### config.mk
export PLATFORM = sky130hd
export DESIGN_NAME = jkff_cmd_arbiter
export DESIGN_NICKNAME = d
export VERILOG_FILES = /design/src/rtl/jkff_pkg.sv /design/src/rtl/jkff_bank.sv /design/src/rtl/jkff_cmd_arbiter.sv
export SDC_FILE = /design/constraint.sdc
export NUM_CORES = 1
export LEC_CHECK = 0
export ABC_AREA = 1
export CORE_UTILIZATION = 47
export CTS_BUF_LIST = sky130_fd_sc_hd__clkbuf_8 sky130_fd_sc_hd__clkbuf_16
export DETAILED_ROUTE_END_ITERATION = 10
export GPL_ROUTABILITY_DRIVEN = 0
export PLACE_DENSITY = 0.86
export SYNTH_ARGS = -nofsm -noshare
export SYNTH_HDL_FRONTEND = slang
export SYNTH_SLANG_ARGS = --single-unit
### constraint.sdc
create_clock -name clk -period 2.7 [get_ports clk]
set_input_delay 0.54 -clock clk [delete_from_list [all_inputs] [get_ports clk]]
set_output_delay 0.54 -clock clk [all_outputs]
set_load 0.01 [all_outputs]
### src/rtl/jkff_pkg.sv
// Command encodings shared by the JK command arbiter and its flop bank,
// plus the command-to-J/K mapping.
package jkff_pkg;

  localparam logic [1:0] CMD_HOLD   = 2'b00;
  localparam logic [1:0] CMD_RESET  = 2'b01;
  localparam logic [1:0] CMD_SET    = 2'b10;
  localparam logic [1:0] CMD_TOGGLE = 2'b11;

  // Returns {J,K} for the addressed flop.
  function automatic logic [1:0] cmd_to_jk(input logic [1:0] cmd);
    logic [1:0] jk;
    case (cmd)
      CMD_RESET:  jk = 2'b01;
      CMD_SET:    jk = 2'b10;
      CMD_TOGGLE: jk = 2'b11;
      default:    jk = 2'b00;
    endcase
    return jk;
  endfunction

endpackage

### src/rtl/jkff_bank.sv
// Bank of independent JK flip-flops with asynchronous clear.
module jkff_bank #(
  parameter int WIDTH = 8
) (
  input  logic             clk,
  input  logic             rst_n,
  input  logic [WIDTH-1:0] j,
  input  logic [WIDTH-1:0] k,
  output logic [WIDTH-1:0] q
);

  logic [WIDTH-1:0] q_q;
  logic [WIDTH-1:0] q_d;

  always_comb begin
    q_d = q_q;
    for (int i = 0; i < WIDTH; i++) begin
      case ({j[i], k[i]})
        2'b01:   q_d[i] = 1'b0;
        2'b10:   q_d[i] = 1'b1;
        2'b11:   q_d[i] = ~q_q[i];
        default: q_d[i] = q_q[i];
      endcase
    end
  end

  always_ff @(posedge clk or negedge rst_n) begin
    if (!rst_n) q_q <= '0;
    else        q_q <= q_d;
  end

  assign q = q_q;

endmodule

### src/rtl/jkff_cmd_arbiter.sv
// Round-robin arbiter sharing one JK flop bank among NREQ requesters;
// one registered issue stage drives J/K, ack/err pulse when q is updated.
module jkff_cmd_arbiter
  import jkff_pkg::*;
#(
  parameter int NREQ  = 4,
  parameter int WIDTH = 8,
  parameter int AW    = 3
) (
  input  logic               clk,
  input  logic               rst_n,
  input  logic [NREQ-1:0]    req_valid,
  output logic [NREQ-1:0]    req_ready,
  input  logic [2*NREQ-1:0]  req_cmd,
  input  logic [AW*NREQ-1:0] req_addr,
  output logic [WIDTH-1:0]   q,
  output logic [NREQ-1:0]    ack,
  output logic [NREQ-1:0]    err
);

  localparam int IDW = (NREQ > 1) ? $clog2(NREQ) : 1;

  logic [IDW-1:0]  ptr_q, ptr_d;
  logic            stg_vld_q, stg_vld_d;
  logic [1:0]      stg_cmd_q, stg_cmd_d;
  logic [AW-1:0]   stg_addr_q, stg_addr_d;
  logic [IDW-1:0]  stg_id_q, stg_id_d;
  logic [NREQ-1:0] ack_q, ack_d;
  logic [NREQ-1:0] err_q, err_d;

  logic            found;
  logic [IDW-1:0]  win;
  logic [NREQ-1:0] grant;
  logic [WIDTH-1:0] j_vec, k_vec;
  logic [1:0]      jk;
  logic            oor;

  // Scan from the pointer, wrapping; first valid requester wins.
  always_comb begin
    found = 1'b0;
    win   = '0;
    for (int i = 0; i < NREQ; i++) begin
      if (!found && req_valid[(int'(ptr_q) + i) % NREQ]) begin
        found = 1'b1;
        win   = IDW'((int'(ptr_q) + i) % NREQ);
      end
    end
    grant = '0;
    if (found) grant[win] = 1'b1;
  end

  assign req_ready = grant & {NREQ{rst_n}};

  always_comb begin
    ptr_d      = ptr_q;
    stg_vld_d  = found;
    stg_cmd_d  = req_cmd[2*int'(win) +: 2];
    stg_addr_d = req_addr[AW*int'(win) +: AW];
    stg_id_d   = win;
    if (found) ptr_d = (win == IDW'(NREQ-1)) ? '0 : win + 1'b1;
  end

  always_comb begin
    jk    = cmd_to_jk(stg_cmd_q);
    j_vec = '0;
    k_vec = '0;
    for (int b = 0; b < WIDTH; b++) begin
      if (stg_vld_q && stg_addr_q == AW'(b)) begin
        j_vec[b] = jk[1];
        k_vec[b] = jk[0];
      end
    end
  end

  // Out-of-range addresses match no flop; the command is still consumed.
  assign oor = {1'b0, stg_addr_q} >= (AW+1)'(WIDTH);

  always_comb begin
    ack_d = '0;
    err_d = '0;
    if (stg_vld_q) begin
      ack_d[stg_id_q] = 1'b1;
      err_d[stg_id_q] = oor;
    end
  end

  always_ff @(posedge clk or negedge rst_n) begin
    if (!rst_n) begin
      ptr_q      <= '0;
      stg_vld_q  <= 1'b0;
      stg_cmd_q  <= CMD_HOLD;
      stg_addr_q <= '0;
      stg_id_q   <= '0;
      ack_q      <= '0;
      err_q      <= '0;
    end else begin
      ptr_q      <= ptr_d;
      stg_vld_q  <= stg_vld_d;
      stg_cmd_q  <= stg_cmd_d;
      stg_addr_q <= stg_addr_d;
      stg_id_q   <= stg_id_d;
      ack_q      <= ack_d;
      err_q      <= err_d;
    end
  end

  jkff_bank #(.WIDTH(WIDTH)) u_bank (
    .clk   (clk),
    .rst_n (rst_n),
    .j     (j_vec),
    .k     (k_vec),
    .q     (q)
  );

  assign ack = ack_q;
  assign err = err_q;

endmodule

==> results of run 1 <==
## stage by stage
stage	utilization	std cells	setup TNS [ns]	area (µm²)	total power, mW
after CTS	0.680	313	0	2080	2.81
after global placement	0.656	308	-1.54	2000	2.43
after global routing	0.709	315	-0.0886	2170	3.29
final	0.709	315	0	2170	3.01
after detailed placement	0.656	308	-1.72	2000	2.49
after floorplan	-	222	0	1530	1.86
## layout by cell type (no fill, tap or decap), drive strengths merged
master	Yosys	layout
clkdlybuf4s50	0	33
buf	8	17
conb	1	4
nand4	8	8
o21ai	9	9
nor3	11	11
inv	55	55
nor2	12	12
clkbuf	1	3
nand2	59	59
bufinv	0	1
a41oi	1	1
nand3	27	27
dlymetal6s2s	0	1
ha	4	4
dlygate4sd2	0	3
dfrtp	22	22
a31oi	1	1
## where the power goes
group	switching, mW	leakage, nW	internal, mW
Combinational	1.20	0.866	0.871
Clock	0.105	0.0357	0.198
Sequential	0.133	0.264	0.506
Total	1.44	1.17	1.58
## logic make-up after synthesis
family | count (synthesis) | synth area share
compound gates | 11 | 0.0395
fa+ha+maj | 4 | 0.0329
buf+inv | 64 | 0.181
flops | 22 | 0.362
other cells | 1 | 0.00247
simple gates | 117 | 0.382
## worst reg2reg max path, stage by stage, from the launching register on
cell and delay (ns):
dfrtp_2 0.48, buf_6 0.16, nand2_4 0.07, nand2_4 0.08, nand2_1 0.11, o21ai_2 0.09, inv_1 0.10, nand3_4 0.09
nand2_4 0.10, nand2_4 0.07, ha_1 0.29, nand2_1 0.06, o21ai_0 0.07
## final cells by class
type	count	share of cell area
clock buffer	3	0.0191
clock inverter	1	0.0139
inverter	55	0.0965
multi-input combinational	136	0.360
sequential	22	0.255
tap	44	0.0254
timing repair buffer	54	0.230
## layer usage
| metal | track usage | wire length, µm | vias up |
|---|---|---|---|
| li1 | - | - | 766 |
| met1 | 0.260 | 1460 | 690 |
| met2 | 0.375 | 1860 | 50 |
| met3 | 0.0286 | 161 | 7 |
| met4 | 0.0918 | 71 | 0 |
| met5 | 0 | 0 | - |
## worst paths after layout
| check | start | end | cells past startpoint |
|---|---|---|---|
| setup / recovery | ptr_q[0] | req_ready[2] | 14 |
| hold / removal | stg_id_q[1] | ack[1] | 1 |
| setup reg to reg | ptr_q[0] | ptr_q[1] | 12 |
| hold reg to reg | stg_id_q[1] | ack[1] | 1 |
| max in group asynchronous | rst_n | ptr_q[0] | 2 |
| min in group asynchronous | rst_n | ack[0] | 2 |
## sequential cells by signal, summed over array words and instances, names as in the netlist
signal      count
stg_vld_q       1
u_bank.q        8
stg_cmd_q       2
stg_addr_q      3
ack             4
ptr_q           2
stg_id_q        2
## what timing repair did
action / in CTS / in global routing
resized for setup: 28 / 24
pin swaps: 6 / 10
setup endpoints to repair: 4 / 4
buffers inserted: 1 / 2
==> reports/results.txt, run 1 <==
DR vias/cell: 4.80
Synth top area cells: dfrtp_1, inv_1, nand2_1
DIE AREA: 3470 µm²
CP top delay family: simple AND/OR/NAND/NOR gates
Leak: 1.17 nW
Std-Cell Rows: 20
Setup Skew: 0.00337 ns
Synth warn: 0
Status: complete, no violations
Dpl hpwl: 2.53 mm
CP Capture Type: primary output
Critical path startpoint category: register
Mapped Cells: 219
Layout area overhead: 42.5%
Crit-path slowest cell: dfrtp_2
Flops & latches, synth: 22
Post-synth top area share: 0.362
Via count: 1513
Antenna diodes: 0
CTS tree: yes
Clock sink count: 22
Total CTS buffers: 3
Die H: 58.9 µm
FF/Latch Area: 553 µm²
Remaining Overflow, GRT: 0
Antenna violations before repair: 0
Post-Syn Area per Cell: 6.94 µm²
Synth async-reset ratio: 1.00
DRC Markers: 0
PwrDens: 1390 nW/µm²
Final Hold Viols: 0
Maximum vdd drop: 0.000789 V
Fin crit share: 0.968
# H-tree levels: 1
Internal reg-to-reg setup slack: 0.81 ns
Final hold slack: 0.469 ns
DRT antenna net count: 0
Main synth FF type: dfrtp_1
Highest clock rate: 383 MHz
FILL cells: 249
Sequential share of the synthesized area: 0.362
Vias in the first global route: 1371
Die X: 58.9 µm
DR pass1 iterations: 4
Worst skew pair latency: 0.27 ns
CP Cell Sequence: inv_4, nand2_2, nand2_4, nand2_1, o21ai_2, inv_1, nand3_4, nand2_4, nand2_4, inv_2, ha_1, inv_1, nor2_1, buf_2
Worst path buffer plus inverter count: 5
Final Max Tran Viols: 0
Clock transition at the registers of the reported paths: 0.08 ns
Hold Buf Count CTS: 0
Largest area contributor in the netlist: dfrtp_1
Number of port buffers: 41
Hold Crit Class: reg2reg
Critical path type: reg2out
Pin count of the biggest net entering global routing: 23
Top cells by count, synth: inv_1, nand2_1, nand3_1, dfrtp_1
Clk buf depth: 2
Synthesized cell area: 1520 µm²
GRT Overall Usage: 0.213
Core Box Area: 3050 µm²
RSZ-0062 raised after global routing: yes
Post-synth EDFFs: 0
Post-synth cell types: 23
Post-place setup slack: -0.460 ns
Most frequent cell after synthesis: inv_1
DR WL/cell: 11.3 µm
First-pass GRT wire length: 5.60 mm
Drt total wl: 3.55 mm
Critical Path Max Stage Delay: 0.48 ns
Initial Util: 0.498
Fin worst setup slack: 0.0857 ns
Area of the multi-input gates: 779 µm²
Iter 0 DRT Violations: 61
Arr. time, crit path: 2.07 ns
Maxcap violations: 0
Post-layout minimum cycle time: 2.61 ns
Setup violators final: 0
Nets: 302
Most used cell, CP: nand2_4
Root Buffer: clkbuf_8
Share of layout cells above drive strength 1: 0.221
Max FO, Critical Path: 8
Io pins: 46
Worst EP required: 2.16 ns
(Power assumes the default switching activity.)
==> run 2: changes to the inputs <==
- CTS_CLUSTER_DIAMETER: default -> 50
==> results of run 2 <==
The final DEF is identical to that of run 1; final timing and power are the same.
